--- src/rtl/arb_pkg.sv ---
// Shared definitions for the grant-mux side of the arbiter_priority subsystem.
// Provides the channel-ownership state encoding, a ceiling-log2 helper used to
// size master index fields, and a one-hot decoder for master indices.
package arb_pkg;

  typedef enum logic [1:0] {
    IDLE    = 2'd0,
    XFER    = 2'd1,
    RELEASE = 2'd2
  } arb_state_e;

  // Upper bound on master count supported by the one-hot helper.
  localparam int ARB_MAXW = 32;

  // Ceiling log2, never less than 1 so a single-master build still gets an
  // index bit.
  function automatic int arb_log2(input int n);
    int r;
    r = 1;
    for (int i = 1; i < 31; i++) begin
      if ((1 << i) < n) r = i + 1;
    end
    return r;
  endfunction

  // Index to one-hot; an index at or beyond ARB_MAXW yields all zeros, which
  // callers rely on to discard out-of-range grants.
  function automatic logic [ARB_MAXW-1:0] arb_onehot(input int unsigned idx);
    logic [ARB_MAXW-1:0] oh;
    oh = '0;
    for (int unsigned i = 0; i < ARB_MAXW; i++) begin
      if (idx == i) oh[i] = 1'b1;
    end
    return oh;
  endfunction

endpackage

--- src/rtl/arb_payload_mux.sv ---
// Combinational WIDTH:1 selector of the owning master's {valid, data, last}.
// Ports:
//   sel_i    owner index
//   valid_i  per-master valid
//   data_i   packed master payloads, master i at [i*DW +: DW]
//   last_i   per-master last
//   valid_o / data_o / last_o  selected master's signals (zero if sel_i >= WIDTH)
module arb_payload_mux #(
  parameter int WIDTH = 5,
  parameter int BITW  = 3,
  parameter int DW    = 32
) (
  input  logic [BITW-1:0]     sel_i,
  input  logic [WIDTH-1:0]    valid_i,
  input  logic [WIDTH*DW-1:0] data_i,
  input  logic [WIDTH-1:0]    last_i,
  output logic                valid_o,
  output logic [DW-1:0]       data_o,
  output logic                last_o
);

  always_comb begin
    valid_o = 1'b0;
    data_o  = '0;
    last_o  = 1'b0;
    for (int i = 0; i < WIDTH; i++) begin
      if (sel_i == BITW'(i)) begin
        valid_o = valid_i[i];
        data_o  = data_i[i*DW +: DW];
        last_o  = last_i[i];
      end
    end
  end

endmodule

--- src/rtl/arb_grant_mux.sv ---
// Grant consumer for the priority arbiter: forwards master requests to the
// arbiter while idle, locks the shared slave channel to the granted master for
// a whole burst, muxes that master's payload onto the slave port with a
// zero-latency valid/ready path, and releases ownership for one cycle after
// the last beat so the arbiter drops its grant.
// Ports:
//   clk, rst          clock; asynchronous active-high reset
//   m_valid/m_data/m_last  master side inputs, m_ready per-master ready
//   arb_req           request vector to arbiter; arb_id = {valid, index}
//   s_valid/s_data/s_last/s_id  slave side outputs, s_ready slave ready
//   beat_cnt          beats accepted in current burst (saturating)
//   busy              channel owned (XFER or RELEASE)
//
// state   | meaning
// IDLE    | forward m_valid to arbiter, wait for a grant to a still-valid master
// XFER    | channel owned; payload of owner muxed to slave, beats counted
// RELEASE | one dead cycle with all requests low so the arbiter drops its grant
module arb_grant_mux
  import arb_pkg::*;
#(
  parameter int WIDTH = 5,
  parameter int BITW  = arb_log2(WIDTH),
  parameter int DW    = 32,
  parameter int CNTW  = 8
) (
  input  logic                clk,
  input  logic                rst,
  input  logic [WIDTH-1:0]    m_valid,
  input  logic [WIDTH*DW-1:0] m_data,
  input  logic [WIDTH-1:0]    m_last,
  output logic [WIDTH-1:0]    m_ready,
  output logic [WIDTH-1:0]    arb_req,
  input  logic [BITW:0]       arb_id,
  output logic                s_valid,
  output logic [DW-1:0]       s_data,
  output logic                s_last,
  output logic [BITW-1:0]     s_id,
  input  logic                s_ready,
  output logic [CNTW-1:0]     beat_cnt,
  output logic                busy
);

  arb_state_e      state_q, state_d;
  logic [BITW-1:0] owner_q, owner_d;
  logic [CNTW-1:0] cnt_q, cnt_d;

  logic [BITW-1:0]  grant_idx;
  logic             grant_vld;
  logic [WIDTH-1:0] grant_oh;
  logic [WIDTH-1:0] owner_oh;
  logic             mux_valid;
  logic             mux_last;
  logic [DW-1:0]    mux_data;
  logic [WIDTH-1:0] req_raw;

  assign grant_vld = arb_id[BITW];
  assign grant_idx = arb_id[BITW-1:0];
  // Out-of-range indices decode to zero, so they can never match m_valid.
  assign grant_oh  = WIDTH'(arb_onehot(32'(grant_idx)));
  assign owner_oh  = WIDTH'(arb_onehot(32'(owner_q)));

  arb_payload_mux #(
    .WIDTH(WIDTH),
    .BITW (BITW),
    .DW   (DW)
  ) u_payload_mux (
    .sel_i  (owner_q),
    .valid_i(m_valid),
    .data_i (m_data),
    .last_i (m_last),
    .valid_o(mux_valid),
    .data_o (mux_data),
    .last_o (mux_last)
  );

  always_comb begin
    state_d = state_q;
    owner_d = owner_q;
    cnt_d   = cnt_q;
    req_raw = '0;
    m_ready = '0;
    s_valid = 1'b0;
    s_data  = '0;
    s_last  = 1'b0;
    s_id    = '0;

    unique case (state_q)
      IDLE: begin
        req_raw = m_valid;
        // A grant to a master that has since withdrawn is dropped.
        if (grant_vld && |(grant_oh & m_valid)) begin
          owner_d = grant_idx;
          cnt_d   = '0;
          state_d = XFER;
        end
      end
      XFER: begin
        // Requesting only the owner keeps the arbiter's grant stable.
        req_raw = owner_oh;
        s_valid = mux_valid;
        s_data  = mux_data;
        s_last  = mux_last;
        s_id    = owner_q;
        m_ready = owner_oh & {WIDTH{s_ready}};
        if (mux_valid && s_ready) begin
          if (cnt_q != '1) cnt_d = cnt_q + CNTW'(1);
          if (mux_last) state_d = RELEASE;
        end
      end
      RELEASE: begin
        state_d = IDLE;
      end
      default: begin
        state_d = IDLE;
      end
    endcase
  end

  // Reset parks the FSM in IDLE, where requests would otherwise follow
  // m_valid; hold them low until reset is released.
  assign arb_req  = rst ? '0 : req_raw;
  assign beat_cnt = cnt_q;
  assign busy     = (state_q != IDLE);

  always_ff @(posedge clk or posedge rst) begin
    if (rst) begin
      state_q <= IDLE;
      owner_q <= '0;
      cnt_q   <= '0;
    end else begin
      state_q <= state_d;
      owner_q <= owner_d;
      cnt_q   <= cnt_d;
    end
  end

endmodule

--- config.mk ---
export PLATFORM = sky130hd
export DESIGN_NAME = arb_grant_mux
export DESIGN_NICKNAME = d
export VERILOG_FILES = /design/src/rtl/arb_pkg.sv /design/src/rtl/arb_payload_mux.sv /design/src/rtl/arb_grant_mux.sv
export SDC_FILE = /design/constraint.sdc
export NUM_CORES = 1
export LEC_CHECK = 0
export BUFFER_PORTS_ARGS = -buffer_cell sky130_fd_sc_hd__buf_2
export CORE_AREA = 2 2 89 91
export DETAILED_ROUTE_END_ITERATION = 6
export DIE_AREA = 0 0 91 93
export HOLD_SLACK_MARGIN = 0.05
export PLACE_DENSITY = 0.74
export SYNTH_ARGS = -nofsm -noshare
export SYNTH_HDL_FRONTEND = slang
export SYNTH_SLANG_ARGS = --single-unit
--- constraint.sdc ---
create_clock -name clk -period 2.31 [get_ports clk]
set_input_delay 0.1155 -clock clk [delete_from_list [all_inputs] [get_ports clk]]
set_output_delay 0.1155 -clock clk [all_outputs]
set_load 0.01 [all_outputs]
==> results.md <==
* Clk network pwr share at 5.6%
* CP cell instances: buf_12, nor3b_4, buf_4, a22oi_1, nor2_1, buf_2
* Fraction of layout cells with a size suffix above 1 at 64.99%
* Setup TNS at 0 ns
* VDD IR max at 0.4512 mV
* Worst clock skew at 0.001319 ns
* Most frequent cells in the layout: 232 x buf_2, 43 x nor2_1, 35 x a22oi_1, 33 x mux4_2
* Drt pass-1 iters at 5
* Number of global-route vias before repair at 2,814
* Critical Path RT at 2.19 ns
* Fill cell count at 761
* CTS tree: built
* Post-synth top flop: dfrtp_1
* Switching power at 1.801 mW
* Clock sinks at 13
* Mean number of vias per cell at 5.213
* Slowest stage delay, CP at 0.50 ns
* Post-synth EDFFs at 0
* Die outline height at about 93 microns
* Hpwl dp at 7666 microns
* Latest clock arrival within the worst-skew pair at 0.24 ns
* Tmin final at 2.015 ns
* Count of cell types in the netlist at 44
* Max Cap Viol at 0
* Total Power at 3.735 mW
* Grt ovf at 0
* Commonest non-fill, non-tap cell in the layout: buf_2
* Fin. Hold Viols at 0
* Wire per inst at 16.52 microns
* GR Util All Layers at 19.80%
* RSZ-0062 raised after global routing: false
* Final #Nets at 636
* Worst slew pin tran at around 0.56 ns
* Internal power at between 1.5 and 2 mW
* Final worst-path cycle share at around 87%
* Syn Area/Cell at a little under 10 sq um
* Worst setup path category: flop to primary output
* H-tree depth at 1
* Pwr Density at 1046 nW/um^2
* Mapped Area at 2226 sq um
* Hold WC Path Type: primary input to flop
* CP Max Fanout at 18
* Port bufs at 232
* Placed Area at around 3500 sq um
* Root buf cell: clkbuf_8
* Clk slew on worst S/H paths at approximately 0.060 ns
* ANT cells at 0
* Routed wire length at around 9000 microns
* Logic pwr share at 82.6%
* First-pass GRT wire length at between 10,000 and 15,000 microns
* Slowest cell on the critical path: dfrtp_2
* Std-Cell Rows at 32
* Design area at 3572 sq um
* Effective utilization at floorplan at 29.57%
* CTS Buf Count at 3
* CP arrival at roughly 1.9 ns
* Area growth, synth to finish at 60.48%
* Outcome: finished, final reports clean
* Critical Path Sink Type: primary output
* WHS at 0.1457 ns
* Number of synthesized register bits at 13
* CTS max path bufs at 2
* Sequential Power Share at roughly an eighth
* DR vias at 2,914
* Die Area at 8463 sq um
* Mapped Nets at 407
* PostCTS Resize Cnt at 0
* Relative slew slack at 62.91%
* FMAX at 0.4963 GHz
* Initial antenna violation count at 0
* Core ar. at 7527 sq um
* Die Wd at just over 90 microns
* Mapped Cells at 229
* Leakage at 1.845 nW
* Final Max Slew Viols at 0
* Largest net degree at the start of global routing at 20
* Startpoint types: flop
* I/O Pins at around 230
* Final Util at 47.46%
* Synth warn at 0
* Number of routed nets with antenna violations at 0
* Final setup violation count at 0
* DRC Markers at 0
* Switching Share at 48.22%
* Gpl congestion at 0.8421
* Post-synthesis async set-or-reset flop share at 100.0%
* DRC marker count from the first detailed-route iteration at 92
* Sequential-to-total area share from yosys stat at around 15%
layout make-up:
class                   count  area (sq um)  area share (%)
well taps                 102         127.6           3.573
multi-input cells         189          1759           49.25
inverters                   5         18.77          0.5254
clock buffers               4         45.04           1.261
repair buffers            246          1294           36.22
flip-flops and latches     13         327.8           9.177
power groups by stage:
stage	Clock, mW	Sequential (mW)	Combinational, mW
after floorplan	0	0.358	2.20
after global placement	0	0.437	3.03
after detailed placement	0	0.444	3.10
after CTS	0.215	0.441	3.11
after global routing	0.230	0.464	3.34
final	0.208	0.443	3.08
stage by stage:
step	std cells	setup WS, ns
CTS	559	0.2661
global placement	554	0.5085
global route	559	0.1454
finish	559	0.2951
detailed placement	554	0.4474
floorplan	229	0.6251
path summary, 6_finish.rpt:
kind,start,endpoint,slack [ns],cells past startpoint
max reg2reg,owner_q[0],state_q[0],0.46,6
min in group asynchronous,rst,beat_cnt[1],0.52,3
min,arb_id[2],owner_q[2],0.15,3
max,owner_q[0],s_last,0.30,6
max in group asynchronous,rst,owner_q[1],1.39,3
min reg2reg,beat_cnt[7],beat_cnt[7],0.56,1
flip-flops by register name, summed over array words and instances, names as in the netlist:
| register | count |
|---|---|
| beat_cnt | 8 |
| owner_q | 3 |
| state_q | 2 |
worst max-delay path: cells and delay by family (launching register included):
kind / cells / cell delay [ns]
simple gates: 2 / 0.37
flops: 1 / 0.50
compound gates: 1 / 0.16
buf+inv: 3 / 0.62
per-layer routing:
metal / GRT usage [%] / part of all wire [%] / vias up
li1: - / - / 1369
met1: 22.51 / 36 / 1373
met2: 38.52 / 54 / 164
met3: 3.868 / 8.8 / 8
met4: 3.662 / 0.92 / 0
met5: 0 / 0 / -
cells in the mapped netlist, types with 2 or more instances:
cell | n | area, sq um
nor2_1 | 43 | 161.4
a22oi_1 | 35 | 262.8
mux4_2 | 33 | 743.2
dfrtp_1 | 13 | 325.3
clkbuf_1 | 11 | 41.29
nand2_1 | 10 | 37.54
a21oi_1 | 8 | 40.04
nor3_1 | 8 | 40.04
buf_2 | 5 | 25.02
nand2b_1 | 5 | 31.28
and3_1 | 4 | 25.02
buf_6 | 4 | 45.04
inv_1 | 4 | 15.01
mux2_2 | 4 | 45.04
mux2i_1 | 4 | 40.04
a31oi_1 | 3 | 18.77
nand3_1 | 3 | 15.01
nor2b_1 | 3 | 18.77
and2_1 | 2 | 12.51
nand4b_1 | 2 | 17.52
o21ai_0 | 2 | 10.01
repair_timing:
action                    in CTS  in global routing
buffers inserted               0                  0
hold buffers                   1                  0
hold endpoints to repair      13                  0
logic make-up (layout without fill, tap and decap cells):
family	count (synthesis)	count (layout)	synth area share, %
DFF	13	13	14.61
adders and majority gates	1	1	0.5620
and+or+nand+nor	85	85	18.33
AOI/OAI and AO/OA	61	61	22.26
muxes	42	42	37.89
buffers and inverters	27	255	6.351
(Power assumes the default switching activity.)
